$ cat config.mk
export PLATFORM = sky130hd
export DESIGN_NAME = multicycle_ctrl
export DESIGN_NICKNAME = d
export VERILOG_FILES = /design/src/rtl/risc_pkg.sv /design/src/rtl/alu_decoder.sv /design/src/rtl/multicycle_ctrl.sv
export SDC_FILE = /design/constraint.sdc
export NUM_CORES = 1
export LEC_CHECK = 0
export ABC_CLOCK_PERIOD_IN_PS = 2600
export CAP_MARGIN = 20
export CORE_AREA = 2 2 44 46
export DETAILED_ROUTE_END_ITERATION = 6
export DIE_AREA = 0 0 46 48
export DONT_BUFFER_PORTS = 1
export PLACE_DENSITY_LB_ADDON = 0.25
export SETUP_SLACK_MARGIN = 0.02
export SLEW_MARGIN = 5
export SYNTH_ARGS = -nofsm -noshare
export SYNTH_HDL_FRONTEND = slang
export SYNTH_SLANG_ARGS = --single-unit
$ cat constraint.sdc
create_clock -name clk -period 2.6 [get_ports clk]
set_clock_uncertainty 0.05 [all_clocks]
set_input_delay 0.39 -clock clk [delete_from_list [all_inputs] [get_ports clk]]
set_output_delay 0.39 -clock clk [all_outputs]
set_load 0.05 [all_outputs]
$ cat src/rtl/risc_pkg.sv
// Shared encodings for the multicycle core control path: FSM states, opcodes,
// ALU select codes and datapath mux select values.
package risc_pkg;

    typedef enum logic [3:0] {
        S_FETCH    = 4'd0,
        S_DECODE   = 4'd1,
        S_MEMADR   = 4'd2,
        S_MEMREAD  = 4'd3,
        S_MEMWB    = 4'd4,
        S_MEMWRITE = 4'd5,
        S_EXECR    = 4'd6,
        S_EXECI    = 4'd7,
        S_ALUWB    = 4'd8,
        S_BRANCH   = 4'd9,
        S_JAL      = 4'd10
    } state_t;

    typedef enum logic [2:0] {
        ALU_ADD = 3'b000,
        ALU_SUB = 3'b001,
        ALU_AND = 3'b010,
        ALU_OR  = 3'b011,
        ALU_SLT = 3'b101
    } alu_sel_t;

    localparam logic [6:0] OP_LW  = 7'b0000011;
    localparam logic [6:0] OP_SW  = 7'b0100011;
    localparam logic [6:0] OP_R   = 7'b0110011;
    localparam logic [6:0] OP_I   = 7'b0010011;
    localparam logic [6:0] OP_BR  = 7'b1100011;
    localparam logic [6:0] OP_JAL = 7'b1101111;

    localparam logic [1:0] ALUOP_ADD   = 2'b00;
    localparam logic [1:0] ALUOP_SUB   = 2'b01;
    localparam logic [1:0] ALUOP_FUNCT = 2'b10;

    localparam logic [1:0] RES_ALUOUT    = 2'b00;
    localparam logic [1:0] RES_DATA      = 2'b01;
    localparam logic [1:0] RES_ALURESULT = 2'b10;

    localparam logic [1:0] SRCA_PC    = 2'b00;
    localparam logic [1:0] SRCA_OLDPC = 2'b01;
    localparam logic [1:0] SRCA_REG   = 2'b10;

    localparam logic [1:0] SRCB_REG  = 2'b00;
    localparam logic [1:0] SRCB_IMM  = 2'b01;
    localparam logic [1:0] SRCB_FOUR = 2'b10;

    localparam logic [1:0] IMM_I = 2'b00;
    localparam logic [1:0] IMM_S = 2'b01;
    localparam logic [1:0] IMM_B = 2'b10;
    localparam logic [1:0] IMM_J = 2'b11;

    function automatic logic [1:0] imm_src_of(input logic [6:0] op);
        case (op)
            OP_SW:   return IMM_S;
            OP_BR:   return IMM_B;
            OP_JAL:  return IMM_J;
            default: return IMM_I;
        endcase
    endfunction

endpackage

$ cat src/rtl/alu_decoder.sv
// Combinational ALU select: fixed ADD/SUB from the FSM, or decoded from
// funct3/funct7b5 for R/I-type execute. Unknown funct3 falls back to ADD.
module alu_decoder
    import risc_pkg::*;
(
    input  logic [1:0] aluop,
    input  logic [2:0] funct3,
    input  logic       funct7b5,
    input  logic       op5,
    output alu_sel_t   alu_sel
);

    always_comb begin
        alu_sel = ALU_ADD;
        case (aluop)
            ALUOP_SUB: alu_sel = ALU_SUB;
            ALUOP_FUNCT: begin
                case (funct3)
                    3'b000:  alu_sel = (op5 && funct7b5) ? ALU_SUB : ALU_ADD;
                    3'b010:  alu_sel = ALU_SLT;
                    3'b110:  alu_sel = ALU_OR;
                    3'b111:  alu_sel = ALU_AND;
                    default: alu_sel = ALU_ADD;
                endcase
            end
            default: alu_sel = ALU_ADD;
        endcase
    end

endmodule

$ cat src/rtl/multicycle_ctrl.sv
// Main control FSM of the multicycle core: fetch/decode/execute/memory/writeback.
// Outputs are decoded from state; every output is forced to 0 while rst_n is low.
module multicycle_ctrl
    import risc_pkg::*;
(
    input  logic       clk,
    input  logic       rst_n,
    input  logic [6:0] op,
    input  logic [2:0] funct3,
    input  logic       funct7b5,
    input  logic       zero,
    input  logic       mem_ready,
    output logic       mem_req,
    output logic       mem_we,
    output logic       adr_src,
    output logic       ir_write,
    output logic       pc_write,
    output logic       reg_write,
    output logic [1:0] result_src,
    output logic [1:0] alu_src_a,
    output logic [1:0] alu_src_b,
    output logic [1:0] imm_src,
    output logic [2:0] ALU_Sel,
    output logic       illegal_instr
);

    state_t     state_q, state_d;
    logic       mem_req_c, mem_we_c, adr_src_c, ir_write_c, pc_write_c, reg_write_c, illegal_c;
    logic [1:0] result_src_c, alu_src_a_c, alu_src_b_c, aluop_c;
    alu_sel_t   alu_sel_c;

    always_ff @(posedge clk or negedge rst_n) begin
        if (!rst_n) state_q <= S_FETCH;
        else        state_q <= state_d;
    end

    always_comb begin
        state_d      = state_q;
        mem_req_c    = 1'b0;
        mem_we_c     = 1'b0;
        adr_src_c    = 1'b0;
        ir_write_c   = 1'b0;
        pc_write_c   = 1'b0;
        reg_write_c  = 1'b0;
        illegal_c    = 1'b0;
        result_src_c = RES_ALUOUT;
        alu_src_a_c  = SRCA_PC;
        alu_src_b_c  = SRCB_REG;
        aluop_c      = ALUOP_ADD;
        case (state_q)
            S_FETCH: begin
                mem_req_c    = 1'b1;
                alu_src_b_c  = SRCB_FOUR;
                result_src_c = RES_ALURESULT;
                ir_write_c   = mem_ready;
                pc_write_c   = mem_ready;
                if (mem_ready) state_d = S_DECODE;
            end
            S_DECODE: begin
                // OldPC + imm here gives the branch/jump target ahead of time
                alu_src_a_c = SRCA_OLDPC;
                alu_src_b_c = SRCB_IMM;
                case (op)
                    OP_LW, OP_SW: state_d = S_MEMADR;
                    OP_R:         state_d = S_EXECR;
                    OP_I:         state_d = S_EXECI;
                    OP_BR:        state_d = S_BRANCH;
                    OP_JAL:       state_d = S_JAL;
                    default: begin
                        illegal_c = 1'b1;
                        state_d   = S_FETCH;
                    end
                endcase
            end
            S_MEMADR: begin
                alu_src_a_c = SRCA_REG;
                alu_src_b_c = SRCB_IMM;
                state_d     = op[5] ? S_MEMWRITE : S_MEMREAD;
            end
            S_MEMREAD: begin
                mem_req_c = 1'b1;
                adr_src_c = 1'b1;
                if (mem_ready) state_d = S_MEMWB;
            end
            S_MEMWB: begin
                result_src_c = RES_DATA;
                reg_write_c  = 1'b1;
                state_d      = S_FETCH;
            end
            S_MEMWRITE: begin
                mem_req_c = 1'b1;
                mem_we_c  = 1'b1;
                adr_src_c = 1'b1;
                if (mem_ready) state_d = S_FETCH;
            end
            S_EXECR: begin
                alu_src_a_c = SRCA_REG;
                aluop_c     = ALUOP_FUNCT;
                state_d     = S_ALUWB;
            end
            S_EXECI: begin
                alu_src_a_c = SRCA_REG;
                alu_src_b_c = SRCB_IMM;
                aluop_c     = ALUOP_FUNCT;
                state_d     = S_ALUWB;
            end
            S_ALUWB: begin
                reg_write_c = 1'b1;
                state_d     = S_FETCH;
            end
            S_BRANCH: begin
                alu_src_a_c = SRCA_REG;
                aluop_c     = ALUOP_SUB;
                pc_write_c  = zero ^ funct3[0];
                state_d     = S_FETCH;
            end
            S_JAL: begin
                alu_src_a_c = SRCA_OLDPC;
                alu_src_b_c = SRCB_FOUR;
                pc_write_c  = 1'b1;
                state_d     = S_ALUWB;
            end
            default: state_d = S_FETCH;
        endcase
    end

    alu_decoder u_alu_decoder (
        .aluop    (aluop_c),
        .funct3   (funct3),
        .funct7b5 (funct7b5),
        .op5      (op[5]),
        .alu_sel  (alu_sel_c)
    );

    // Reset lands in FETCH, which would otherwise raise mem_req; gate everything.
    assign mem_req       = rst_n & mem_req_c;
    assign mem_we        = rst_n & mem_we_c;
    assign adr_src       = rst_n & adr_src_c;
    assign ir_write      = rst_n & ir_write_c;
    assign pc_write      = rst_n & pc_write_c;
    assign reg_write     = rst_n & reg_write_c;
    assign illegal_instr = rst_n & illegal_c;
    assign result_src    = rst_n ? result_src_c : 2'b00;
    assign alu_src_a     = rst_n ? alu_src_a_c : 2'b00;
    assign alu_src_b     = rst_n ? alu_src_b_c : 2'b00;
    assign imm_src       = rst_n ? imm_src_of(op) : 2'b00;
    assign ALU_Sel       = rst_n ? alu_sel_c : 3'b000;

endmodule

==> metrics <==
outcome complete, no violations; Root Buffer clkbuf_4; power after layout approximately 0.00029 W; max reg flops 4; Max VDD drop 187.6 uV; Final #Nets between 100 and 150; Pleak ~0.35 nW; Final ANT Viol Nets 0; pwr dens ~350 nW/um2; slowest cell delay on critical path 0.47 ns; unrepaired setup endpoints after global routing false; CP max-delay cell dfrtp_2; DRC Markers 0; Critical Path RT around 2.2 ns; initial antenna violation count 0; Ports 33; Setup TNS Final 0 ns; Vias 713; Starting DRT DRC Count 8; most frequent cells in the layout buf_4, nand2_1, nor2_1, nand2b_1; Top FF cell, synth dfrtp_1; worst skew pair latency ~0.24 ns; Hold Crit Class in -> reg; row cnt 15; Synth Instances 87; worst-margin pin slew just under 0.5 ns; slew margin rel. ~68%; CP arrival about 1.9 ns; final setup fails 0; Avg WL per Cell between 10 and 15 um; Final Hold Viols 0; CTS tree done; r2r setup slk between 1 and 1.5 ns; # fillers around 180; # diodes 0; Post-Place Cells around 120; share of layout cells above drive strength 1 31.07%; number of vias per cell 5.942; die span in y between 40 and 50 um; Post-Syn Area per Cell roughly 7.4 um2; Reg clk slew, reported paths roughly 0.040 ns; startpoint types flop; sequential fraction of the synthesis area 15.53%; Global Route Usage Sum between 10% and 20%; routed wire length approximately 1800 um; FFs w/ async S/R, synth 100.0%; core area 1689 um2; Max Clock Freq 430.6 MHz; starting density of the core between 30% and 40%; Max Cap Viol 0; Syn Std Cell Area ~640 um2; final std cells w/o fill 120; DPL Wire Length about 1300 um; crit path max fanout 8; Post-CTS Setup Bufs 0; number of synthesized flops with an enable pin 0; first-pass GRT wire length between 2000 and 3000 um; Largest regs state_q: 4 flops; Top reg by flops state_q; FF+latch area 102.6 um2; chip width roughly 46 um; CP cell instances inv_2 -> nor2_1 -> and2_1 -> ha_1 -> nand2b_1 -> nor4_2 -> buf_4; synthesis-stage register bit count 4; synth unique cells between 40 and 50; most common cell after layout, fill and taps aside buf_4; GR Overflow Total 0; crit path capture type output pin; YS warnings 0; Max clock buf depth 2; die area between 2000 and 2500 um2; fin crit share between 80% and 90%; vias in the first global route 680; Slew Limit Fails 0; syn_nets between 100 and 150; Clock Sinks 4; H-tree Lvls 1; Final min period around 2.3 ns; Area Overhead vs Synth 28.35%; Multi-input gate area a little over 500 um2; worst setup path class reg -> out; routability-driven placement congestion ratio 0.8024; final core utilization slightly below 50%; Pre-antenna DRT Iters 4; CTS buffer count 3; number of port buffers 0; largest net degree at the start of global routing 14
critical path, delay by kind of cell, from the launching register on:
kind	cells	cell delay (ns)
buffers and inverters	2	0.37
adders and majority gates	1	0.26
and+or+nand+nor	4	0.54
DFF	1	0.47
metal layers:
| metal | vias to the layer above | global-route usage [%] | wire length [um] | part of all wire [%] |
|---|---|---|---|---|
| met2 | 37 | 30.83 | 825 | 47 |
| li1 | 352 | - | - | - |
| met5 | - | 0 | 0 | 0 |
| met4 | 0 | 10.29 | 24 | 1.4 |
| met1 | 321 | 22.97 | 774 | 44 |
| met3 | 3 | 3.396 | 137 | 7.8 |
cell usage after synthesis, types with 2 or more instances:
| library cell | number | share of area, % |
|---|---|---|
| inv_1 | 3 | 1.7 |
| buf_2 | 4 | 3.1 |
| nor3b_1 | 2 | 2.3 |
| o2111ai_1 | 2 | 2.7 |
| nand3_1 | 2 | 1.6 |
| a31oi_1 | 2 | 1.9 |
| o21ai_0 | 3 | 2.3 |
| nor3_1 | 2 | 1.6 |
| nand2_1 | 7 | 4.1 |
| and3b_1 | 2 | 2.7 |
| nor4_1 | 2 | 1.9 |
| dfrtp_1 | 4 | 16 |
| nand2b_1 | 5 | 4.9 |
| nor2_1 | 5 | 2.9 |
| xor2_1 | 3 | 4.1 |
| and2_1 | 3 | 2.9 |
| xnor2_1 | 2 | 2.7 |
| ha_1 | 2 | 3.9 |
| o21a_1 | 2 | 2.3 |
| inv_2 | 2 | 1.2 |
| nor2b_1 | 4 | 3.9 |
| a21oi_1 | 4 | 3.1 |
path summary, 6_finish.rpt:
check	startpoint	to	cells past startpoint
worst max-delay path	state_q[2]	ALU_Sel[2]	7
worst min-delay path	mem_ready	state_q[2]	1
worst max register to register	state_q[1]	state_q[0]	4
worst min register to register	state_q[3]	state_q[0]	1
max in group asynchronous	rst_n	state_q[3]	1
min in group asynchronous	rst_n	state_q[2]	1
power breakdown:
part | leakage (nW) | switching (W) | internal, W
registers | 0.0505 | 0.00000440 | 0.0000658
logic | 0.286 | 0.0000899 | 0.0000495
clock network | 0.0138 | 0.0000266 | 0.0000517
total | 0.350 | 0.000121 | 0.000167
cells by family after synthesis:
family / count (synthesis) / synth area share (%)
muxes: 1 / 1.553
AOI/OAI and AO/OA: 21 / 22.72
and+or+nand+nor: 43 / 41.75
buffers and inverters: 11 / 7.767
DFF: 4 / 15.53
adders and majority gates: 2 / 3.883
xor gates and xnor gates: 5 / 6.797
what timing repair did:
action / 4_1_cts / 5_1_grt
hold buffers: 1 / 0
gates resized for setup: 0 / 2
hold endpoints to repair: 4 / 0
setup endpoints to repair: 0 / 2
cell type report:
cell class              count  area share [%]
well taps                  17           2.572
flip-flops and latches      4           12.41
repair buffers             19           17.55
clock buffers               3           2.723
inverters                   5           2.269
multi-input cells          72           62.48
through the flow:
stage          hold WS (ns)  setup WS (ns)  cell area (um2)
2_1_floorplan       0.04441        0.08730            656.9
3_3_place_gp        0.04464         0.4495            792.0
3_5_place_dp        0.04462         0.4153            792.0
4_1_cts              0.2309         0.1534            824.5
5_1_grt              0.2390        0.08691            827.0
6_report             0.2277         0.2774            827.0
Power figures use the tool's default switching activity.
